==> src/rtl/io_dev_pkg.sv <==
// Shared I/O device package: memory-mapped addresses for the board
// peripherals, plus the bit positions in the key/switch control registers.
package io_dev_pkg;

    // Display and LED outputs already on this bus
    localparam logic [31:0] HEX_ADDR   = 32'hF000_0000;
    localparam logic [31:0] LEDR_ADDR  = 32'hF000_0004;
    localparam logic [31:0] LEDG_ADDR  = 32'hF000_0008;

    // Key / switch input device
    localparam logic [31:0] KDATA_ADDR = 32'hF000_0010;
    localparam logic [31:0] SDATA_ADDR = 32'hF000_0014;
    localparam logic [31:0] KCTRL_ADDR = 32'hF000_0110;
    localparam logic [31:0] SCTRL_ADDR = 32'hF000_0114;

    // Bit positions inside KCTRL / SCTRL
    localparam int CTRL_READY_BIT   = 0;
    localparam int CTRL_OVERRUN_BIT = 2;
    localparam int CTRL_IE_BIT      = 8;

    localparam int KEY_WIDTH = 4;
    localparam int SW_WIDTH  = 10;

    // Assemble a control-register read word; bits not listed read 0
    function automatic logic [31:0] ctrl_word(input logic ready,
                                              input logic overrun,
                                              input logic ie);
        logic [31:0] w;
        w                   = '0;
        w[CTRL_READY_BIT]   = ready;
        w[CTRL_OVERRUN_BIT] = overrun;
        w[CTRL_IE_BIT]      = ie;
        return w;
    endfunction

endpackage

==> src/rtl/io_debouncer.sv <==
// Two-flop synchronizer followed by a stability counter. The debounced
// value only moves once the synchronized input has held the same new value
// for DEBOUNCE_CYCLES consecutive samples; any change restarts the count.
// 'changed' is high during the cycle whose closing edge commits a new value,
// so a consumer registering on 'changed' acts on the same edge as the commit.
module io_debouncer #(
    parameter int               WIDTH           = 1,
    parameter int               DEBOUNCE_CYCLES = 100000,
    parameter logic [WIDTH-1:0] RESET_VALUE     = '0
) (
    input  logic             clk,
    input  logic             reset,
    input  logic [WIDTH-1:0] raw,
    output logic [WIDTH-1:0] value,
    output logic             changed
);

    localparam int             CW   = $clog2(DEBOUNCE_CYCLES) + 1;
    localparam logic [CW-1:0]  LAST = CW'(DEBOUNCE_CYCLES - 1);

    logic [WIDTH-1:0] sync1_reg;
    logic [WIDTH-1:0] sync2_reg;
    logic [WIDTH-1:0] cand_reg;   // last synchronized sample seen
    logic [WIDTH-1:0] value_reg;
    logic [CW-1:0]    cnt_reg;    // samples of cand_reg seen in a row

    // Commit fires when this edge delivers the final stable sample
    assign changed = (sync2_reg == cand_reg) && (cand_reg != value_reg) &&
                     (cnt_reg == LAST);
    assign value   = value_reg;

    // Synchronize, track the candidate value and count its stability
    always_ff @(posedge clk or negedge reset) begin
        if (!reset) begin
            sync1_reg <= RESET_VALUE;
            sync2_reg <= RESET_VALUE;
            cand_reg  <= RESET_VALUE;
            value_reg <= RESET_VALUE;
            cnt_reg   <= '0;
        end else begin
            sync1_reg <= raw;
            sync2_reg <= sync1_reg;
            if (sync2_reg != cand_reg) begin
                // New synchronized value: this sample is the first of the run
                cand_reg <= sync2_reg;
                cnt_reg  <= CW'(1);
            end else if (cand_reg == value_reg) begin
                cnt_reg <= '0;
            end else if (cnt_reg == LAST) begin
                value_reg <= cand_reg;
                cnt_reg   <= '0;
            end else begin
                cnt_reg <= cnt_reg + CW'(1);
            end
        end
    end

endmodule

==> src/rtl/io_key_sw_device.sv <==
// Memory-mapped key/switch input device. Keys and switches are debounced
// independently; each channel has a Ready/Overrun/IE control register and
// the two channels share one registered level interrupt.
module io_key_sw_device
    import io_dev_pkg::*;
#(
    parameter int DEBOUNCE_CYCLES = 100000,
    parameter int DBITS           = 32
) (
    input  logic             clk,
    input  logic             reset,
    input  logic [DBITS-1:0] addr,
    input  logic             wr_en,
    input  logic [DBITS-1:0] wdata,
    input  logic             rd_en,
    output logic [DBITS-1:0] rdata,
    input  logic [3:0]       key_raw,
    input  logic [9:0]       sw_raw,
    output logic             irq
);

    localparam int CH_KEY = 0;
    localparam int CH_SW  = 1;

    logic [KEY_WIDTH-1:0] key_db;
    logic [SW_WIDTH-1:0]  sw_db;

    // Per-channel decoded strobes and control state (index 0 key, 1 switch)
    logic [1:0] ch_changed;
    logic [1:0] ch_clr;
    logic [1:0] ch_wr;
    logic [1:0] ready_reg;
    logic [1:0] overrun_reg;
    logic [1:0] ie_reg;
    logic       irq_reg;

    // Only IE and the Overrun-clear bit of a control write are meaningful
    logic unused_wdata;
    assign unused_wdata = ^{wdata[DBITS-1:9], wdata[7:3], wdata[1:0]};

    io_debouncer #(
        .WIDTH           (KEY_WIDTH),
        .DEBOUNCE_CYCLES (DEBOUNCE_CYCLES),
        .RESET_VALUE     ({KEY_WIDTH{1'b1}})
    ) u_key_db (
        .clk     (clk),
        .reset   (reset),
        .raw     (key_raw),
        .value   (key_db),
        .changed (ch_changed[CH_KEY])
    );

    io_debouncer #(
        .WIDTH           (SW_WIDTH),
        .DEBOUNCE_CYCLES (DEBOUNCE_CYCLES),
        .RESET_VALUE     ({SW_WIDTH{1'b0}})
    ) u_sw_db (
        .clk     (clk),
        .reset   (reset),
        .raw     (sw_raw),
        .value   (sw_db),
        .changed (ch_changed[CH_SW])
    );

    // A load from a data register acknowledges that channel's Ready
    assign ch_clr[CH_KEY] = rd_en && (addr == DBITS'(KDATA_ADDR));
    assign ch_clr[CH_SW]  = rd_en && (addr == DBITS'(SDATA_ADDR));
    assign ch_wr[CH_KEY]  = wr_en && (addr == DBITS'(KCTRL_ADDR));
    assign ch_wr[CH_SW]   = wr_en && (addr == DBITS'(SCTRL_ADDR));

    generate
        for (genvar gi = 0; gi < 2; gi++) begin : g_ctrl
            // Ready / Overrun / IE update for one channel
            always_ff @(posedge clk or negedge reset) begin
                if (!reset) begin
                    ready_reg[gi]   <= 1'b0;
                    overrun_reg[gi] <= 1'b0;
                    ie_reg[gi]      <= 1'b0;
                end else begin
                    // A new value always leaves Ready set, even if read now
                    if (ch_changed[gi]) begin
                        ready_reg[gi] <= 1'b1;
                    end else if (ch_clr[gi]) begin
                        ready_reg[gi] <= 1'b0;
                    end

                    if (ch_wr[gi]) begin
                        ie_reg[gi] <= wdata[CTRL_IE_BIT];
                    end

                    // Losing an unread value outranks a software clear
                    if (ch_changed[gi] && ready_reg[gi] && !ch_clr[gi]) begin
                        overrun_reg[gi] <= 1'b1;
                    end else if (ch_wr[gi] && !wdata[CTRL_OVERRUN_BIT]) begin
                        overrun_reg[gi] <= 1'b0;
                    end
                end
            end
        end
    endgenerate

    // Level interrupt, registered one edge behind the Ready/IE state
    always_ff @(posedge clk or negedge reset) begin
        if (!reset) begin
            irq_reg <= 1'b0;
        end else begin
            irq_reg <= |(ready_reg & ie_reg);
        end
    end

    assign irq = irq_reg;

    // Combinational read mux; keys are shown pressed-high
    always_comb begin
        rdata = '0;
        if (addr == DBITS'(KDATA_ADDR)) begin
            rdata[KEY_WIDTH-1:0] = ~key_db;
        end else if (addr == DBITS'(SDATA_ADDR)) begin
            rdata[SW_WIDTH-1:0] = sw_db;
        end else if (addr == DBITS'(KCTRL_ADDR)) begin
            rdata = DBITS'(ctrl_word(ready_reg[CH_KEY], overrun_reg[CH_KEY],
                                     ie_reg[CH_KEY]));
        end else if (addr == DBITS'(SCTRL_ADDR)) begin
            rdata = DBITS'(ctrl_word(ready_reg[CH_SW], overrun_reg[CH_SW],
                                     ie_reg[CH_SW]));
        end
    end

endmodule

==> config.mk <==
export PLATFORM = sky130hd
export DESIGN_NAME = io_key_sw_device
export DESIGN_NICKNAME = d
export VERILOG_FILES = /design/src/rtl/io_dev_pkg.sv /design/src/rtl/io_debouncer.sv /design/src/rtl/io_key_sw_device.sv
export SDC_FILE = /design/constraint.sdc
export NUM_CORES = 1
export LEC_CHECK = 0
export BUFFER_PORTS_ARGS = -buffer_cell sky130_fd_sc_hd__buf_2
export CELL_PAD_IN_SITES_DETAIL_PLACEMENT = 1
export CELL_PAD_IN_SITES_GLOBAL_PLACEMENT = 1
export CORE_MARGIN = 2
export CORE_UTILIZATION = 41
export CTS_BUF_LIST = sky130_fd_sc_hd__clkbuf_16
export CTS_CLUSTER_SIZE = 28
export DETAILED_ROUTE_END_ITERATION = 16
export GPL_TIMING_DRIVEN = 0
export PLACE_DENSITY = 0.83
export SETUP_SLACK_MARGIN = 0.05
export SLEW_MARGIN = 20
export SYNTH_ARGS = -nofsm -noshare
export SYNTH_HDL_FRONTEND = slang
export SYNTH_SLANG_ARGS = --single-unit
==> constraint.sdc <==
create_clock -name clk -period 2.3 [get_ports clk]
set_clock_uncertainty 0.1 [all_clocks]
set_input_delay 0.46 -clock clk [delete_from_list [all_inputs] [get_ports clk]]
set_output_delay 0.46 -clock clk [all_outputs]
set_load 0.1 [all_outputs]
==> impl_metrics.toml, run 1 <==
[cells_and_area]
fill_cells = 1104
nNetsFinal = 586
design_area_um2 = 5862
syn_to_final_growth_pct = 32.20
antenna_cells = 0
layout-drive-gt1-share_pct = 36.88

[global_routing]
grt_antenna_before_repair = 0
grt_usage_pct = 19.34
grt_remaining_overflow = 0
grt_pass1_wl_um = 17040
grt_pass1_vias = 3429
grt_max_degree = 63

[timing]
setup_violations = 10
worst_slew_pin_slew_ns = 0.5750
rsz0062_at_grt = "yes"
maxSlewHeadroom_pct = 61.66
setup_ws_ns = -0.2155
post-route-period-util_pct = 109.4
period_minus_slack_ns = 2.515
finalHoldViolations = 0
fmax_mhz = 397.5
finalMaxSlewViolations = 0

[clock_tree]
clk_pin_slew_worst_paths_ns = 0.07
root_buffer = "clkbuf_16"
cts_tree = "done"
clockBufferDepth = 2
htree_levels = 3
cts_sinks = 99
cts_buffers = 9
clk_latency_ns = 0.35

[route]
drt_iter0_drc = 93
routed_wl_um = 10600
vias = 3186
antenna_left = 0
via_per_inst = 4.955
avgRoutedWirePerCell_um = 16.49
drc = 0
firstDrtPassIters = 4

[setup_path]
endpoint_kind = "primary output"
arrival_ns = 1.96
path_delay_family = "simple AND/OR/NAND/NOR gates"
path_max_fanout = 7
crit_buf_inv = 3
slowest_delay_ns = 0.40
cp-start-kind = "input port"
crit_required_ns = 1.74
path_cells = "buf_6 -> nor4b_4 -> nand4_1 -> or3_4 -> buf_12 -> nor3_4 -> buf_12"
path_common_cell = "buf_12"
critical_path_class = "input port to primary output"
worst_path_max_delay_cell = "or3_4"

[synth]
synth_edf_count = 0
synth_commonest_cells = "dfrtp_1, nor2_1, xor2_1"
synthTopCellsByArea = "dfrtp_1, dfstp_2, xor2_1"
synth.avg_cell_area_um2 = 11.17
yosysWarnings = 0
postSynthCellCount = 397
async_flop_share_pct = 100.0
ys_types = 42
ys_ff_latch = 99
yosysSeqAreaShare_pct = 56.32
synth_area_leader_cell = "dfrtp_1"
synth_flop_cell = "dfrtp_1"
yosys.cell_count.top_type = "dfrtp_1"
synthesis.area_um2 = 4434
synth.top_cell.area_share_pct = 46.84

[power]
p_seq_share_pct = 49.2
ir_drop_mv = 0.5844
power_frac_comb_pct = 10.4
clockPowerShare_pct = 40.4
power_mw = 3.696
p_switching_mw = 0.9534
p_sw_share_pct = 25.79
power_density_nw_per_um2 = 630.6
p_int_mw = 2.743
p_leak_nw = 2.568

[die]
core_area_um2 = 10420
io_pins = 115
row_count = 37
die_x_um = 108.0
die_y_um = 108.0
start_util_pct = 42.57
dieArea_um2 = 11660

[placed_design]
io_buffer_count = 62
place.gp.congestion = 0.8075
dp_hpwl_um = 7184
placed_area_um2 = 5129

[flow_run]
cap_violations = 0

[status]
outcome = "finished with violations"
violations = "setup timing"

[min_path]
hold_path.class = "input port to register"
worst reg2reg max path: stages (launching register included):
cell	delay, ns
dfrtp_1	0.42
or4_4	0.54
nor3_2	0.13
nand4_1	0.17
nand3b_4	0.22
buf_6	0.17
mux2_1	0.32
worst paths after layout:
check | start | to | slack (ns) | cells past startpoint
max | addr[26] | rdata[3] | -0.22 | 7
min | key_raw[2] | u_key_db.sync1_reg[2] | 0.11 | 1
max reg2reg | u_sw_db.cnt_reg[12] | u_sw_db.value[2] | 0.10 | 6
min reg2reg | u_sw_db.sync1_reg[7] | u_sw_db.sync2_reg[7] | 0.25 | 0
max in group asynchronous | reset | u_key_db.value[3] | 0.97 | 3
min in group asynchronous | reset | u_key_db.cnt_reg[10] | 0.48 | 2
cell families after synthesis:
group	after synthesis	share of synthesized area, %
AOI/OAI and AO/OA	18	2.540
muxes	17	4.289
and+or+nand+nor	149	17.86
xor gates and xnor gates	60	11.85
other	1	0.08457
buffers and inverters	51	6.490
adders and majority gates	2	0.5642
DFF	99	56.32
per-layer routing:
layer	up-vias	global-route usage, %	wire [µm]
li1	1493	-	-
met1	1589	22.45	4286
met2	91	35.18	5600
met3	13	3.858	522
met4	0	7.326	194
met5	-	0	0
placed cells by master (no fill, tap or decap), types with 4 or more instances in the layout:
cell type	count
and2_4	5
buf_12	12
buf_2	45
buf_4	34
buf_6	9
clkbuf_1	17
clkbuf_16	9
conb_1	22
dfrtp_1	83
dfstp_2	16
inv_1	6
mux2_2	14
nand2_1	23
nand3_1	11
nand4_1	13
nor2_1	45
nor4_2	5
nor4_4	5
o21ai_0	7
or2_2	4
xnor2_1	25
xor2_1	35
power groups by stage:
stage               clock network [mW]  logic [mW]  registers [mW]
global placement                     0       0.347            1.85
global route                      1.60       0.411            1.82
detailed placement                   0       0.361            1.85
finish                            1.49       0.385            1.82
CTS                               1.53       0.379            1.82
floorplan                            0       0.254            1.84
through the flow:
stage / hold WS (ns) / utilization, % / worst slack (ns) / cells / TNS (ns)
6_report: 0.1054 / 56.28 / -0.2155 / 643 / -1.888
5_1_grt: 0.09375 / 56.28 / -0.2877 / 643 / -2.493
4_1_cts: 0.09352 / 55.20 / -0.2492 / 638 / -2.229
3_5_place_dp: 0.2362 / 49.24 / -1.100 / 617 / -8.982
3_3_place_gp: 0.2325 / 48.91 / -0.9735 / 616 / -30.42
2_1_floorplan: 0.06441 / - / -0.3428 / 418 / -1.610
layout make-up:
| class | count | area (µm²) | share of cell area (%) |
|---|---|---|---|
| buffer | 44 | 286.5 | 4.888 |
| clock buffer | 9 | 225.2 | 3.842 |
| clock inverter | 7 | 70.07 | 1.195 |
| inverter | 5 | 18.77 | 0.3202 |
| multi-input combinational | 268 | 1957 | 33.38 |
| sequential | 99 | 2497 | 42.60 |
| tap | 136 | 170.2 | 2.903 |
| timing repair buffer | 75 | 636.9 | 10.86 |
repair_timing:
action                     CTS  global route
hold endpoints to repair    36             0
hold buffers                 1             0
gates resized for setup     60            18
pin swaps                    3             5
setup buffers                5             6
setup endpoints to repair   42            46
gates cloned                 0             0
Power figures use the tool's default switching activity.
==> inputs of run 2 (changes only) <==
--- a/config.mk
+++ b/config.mk
@@ -6,10 +6,11 @@
 export NUM_CORES = 1
 export LEC_CHECK = 0
 export BUFFER_PORTS_ARGS = -buffer_cell sky130_fd_sc_hd__buf_2
+export CAP_MARGIN = 20
 export CELL_PAD_IN_SITES_DETAIL_PLACEMENT = 1
 export CELL_PAD_IN_SITES_GLOBAL_PLACEMENT = 1
 export CORE_MARGIN = 2
-export CORE_UTILIZATION = 41
+export CORE_UTILIZATION = 42
 export CTS_BUF_LIST = sky130_fd_sc_hd__clkbuf_16
 export CTS_CLUSTER_SIZE = 28
 export DETAILED_ROUTE_END_ITERATION = 16
@@ -19,4 +20,5 @@
 export SLEW_MARGIN = 20
 export SYNTH_ARGS = -nofsm -noshare
 export SYNTH_HDL_FRONTEND = slang
+export SYNTH_HIERARCHICAL = 1
 export SYNTH_SLANG_ARGS = --single-unit
==> run 2 against run 1 <==
Net effect:
- the flow still finishes with violations (setup timing)
- routed wire length is 14% higher
- non-clock buffer count is 10 higher
- global-route usage is 1.6 points higher
- count of clock-buffer cells in the layout is 1 higher
- combinational power hardly changed
- hold slack better by 0.0084 ns
- critical path depth is 1 higher
- die area is 2.5% higher
- final cell count is 3.1% higher
- register-to-register slack hardly changed
- synthesized area is 5.1% higher
==> impl_metrics.toml, run 2 <==
[status]
outcome = "finished with violations"
violations = "setup timing"

[timing]
period_minus_slack_ns = 2.451
finalHoldViolations = 0
maxSlewHeadroom_pct = 63.97
setup_violations = 10
worst_slew_pin_slew_ns = 0.5355
finalMaxSlewViolations = 0
tns_ns = -1.376
fmax_mhz = 407.9
post-route-period-util_pct = 106.6
rsz0062_at_grt = "yes"
setup_ws_ns = -0.1514

[placed_design]
placed_area_um2 = 5361
pre_cts_ws_ns = -0.7788
place.gp.congestion = 0.8029
io_buffer_count = 62
dp_hpwl_um = 7614

[global_routing]
grt_remaining_overflow = 0
grt_antenna_before_repair = 0
grt_pass1_wl_um = 18980
grt_pass1_vias = 3874
grt_max_degree = 57
grt_usage_pct = 20.94

[die]
row_count = 38
start_util_pct = 42.97
dieArea_um2 = 11950
die_x_um = 109.3
io_pins = 115
die_y_um = 109.3
core_area_um2 = 10840

[flow_run]
cap_violations = 0

[setup_path]
cp-start-kind = "input port"
arrival_ns = 1.89
crit_required_ns = 1.74
cp-startpoint = "addr[3]"
path_cells = "buf_6 -> nor4_4 -> buf_4 -> nand3_4 -> nor4_4 -> buf_4 -> and2_4 -> buf_12"
path_max_fanout = 5
crit_buf_inv = 4
slowest_delay_ns = 0.29
endpoint_kind = "primary output"
path_delay_family = "simple AND/OR/NAND/NOR gates"
worst_path_max_delay_cell = "nor4_4"
r2r_start = "u_sw_db/cnt_reg[14]"
critical_path_class = "input port to primary output"

[cells_and_area]
layout-drive-gt1-share_pct = 38.24
final_cell_mix = "dfrtp_1, buf_2, buf_4"
register_area_um2 = 2499
syn_to_final_growth_pct = 31.86
design_area_um2 = 6142
fin_util_pct = 56.66
final_common_cell = "dfrtp_1"
multi_input_area_um2 = 2165
fill_cells = 1140
antenna_cells = 0
nNetsFinal = 602

[synth]
async_flop_share_pct = 100.0
yosysWarnings = 6
synth.avg_cell_area_um2 = 11.70
ys_types = 57
postSynthCellCount = 398
yosys.cell_count.top_type = "dfrtp_1"
synth.top_cell.area_share_pct = 44.59
synth_area_leader_cell = "dfrtp_1"
synthesis.area_um2 = 4658
synthTopCellsByArea = "dfrtp_1, dfstp_2, xnor2_1"
synth_commonest_cells = "dfrtp_1, nor2_1, xnor2_1"
synth_edf_count = 0
ys_ff_latch = 99
yosysSeqAreaShare_pct = 53.61
synth_flop_cell = "dfrtp_1"

[clock_tree]
clockBufferDepth = 2
clk_pin_slew_worst_paths_ns = 0.06
cts_sinks = 99
cts_buffers = 9
cts_tree = "done"
root_buffer = "clkbuf_16"
clk_latency_ns = 0.34
htree_levels = 3

[route]
drc = 0
via_per_inst = 5.183
vias = 3436
antenna_left = 0
routed_wl_um = 12140
firstDrtPassIters = 4
drt_iter0_drc = 132
avgRoutedWirePerCell_um = 18.31

[min_path]
hold_path.class = "input port to register"
min_from = "key_raw[3]"

[power]
ir_drop_mv = 0.4300
p_leak_nw = 2.657
power_mw = 3.622
power_density_nw_per_um2 = 589.7
-- run 2: cell types whose count changed after synthesis, sizes merged, moves of 4 or more --
cell and delta:
o2bb2ai +5, buf -4, nand3 +4, inv +5, xnor2 +8, nor2 -9
xor2 -10
-- run 2: worst paths after layout --
path,end,slack [ns],depth (start not counted)
setup / recovery,rdata[7],-0.15,8
hold / removal,u_key_db/sync1_reg[3],0.11,1
setup reg to reg,u_sw_db/value[0],0.10,6
hold reg to reg,u_sw_db/sync2_reg[4],0.25,0
max in group asynchronous,u_sw_db/sync2_reg[9],0.98,3
min in group asynchronous,u_key_db/cnt_reg[2],0.52,2
-- run 2: repair_timing --
item,4_1_cts,5_1_grt
endpoints found under the setup margin,24,40
gates resized for setup,55,12
pin swaps,9,11
hold endpoints to repair,27,0
hold buffers,1,0
buffers inserted,11,13
-- run 2: metrics by stage --
stage,hold slack [ns],instances
6_report,0.1138,663
5_1_grt,0.1032,663
4_1_cts,0.1051,650
2_1_floorplan,0.06441,419
3_5_place_dp,0.2363,622
3_3_place_gp,0.2366,621
-- run 2: where the power goes --
part           switching (mW)  leakage [nW]  total [mW]  internal [mW]
clock                   0.630         0.144        1.42          0.786
sequential             0.0343          1.23        1.82           1.79
combinational           0.267          1.28       0.382          0.116
total                   0.931          2.66        3.62           2.69
-- run 2: cell families after synthesis --
group | share of synthesized area [%]
AOI/OAI and AO/OA | 3.949
buffers and inverters | 6.097
muxes | 4.593
xor gates and xnor gates | 10.91
and+or+nand+nor | 20.23
adders and majority gates | 0.5371
DFF | 53.61
other | 0.08050
-- run 2: per-layer routing --
metal / part of all wire [%] / global-route usage, % / routed length [µm] / vias to the layer above
li1: - / - / - / 1563
met2: 52 / 37.84 / 6356 / 122
met3: 5.1 / 4.209 / 616 / 33
met1: 39 / 23.98 / 4739 / 1718
met5: 0 / 0 / 0 / -
met4: 3.5 / 9.132 / 427 / 0
-- run 2: area by class of cell --
cell class	count	share of cell area, %
Sequential cell	99	40.68
Multi-Input combinational cell	269	35.24
Timing Repair Buffer	88	11.96
Buffer	41	4.095
Clock buffer	10	4.074
Tap cell	140	2.852
Inverter	10	0.6111
Clock inverter	6	0.4889
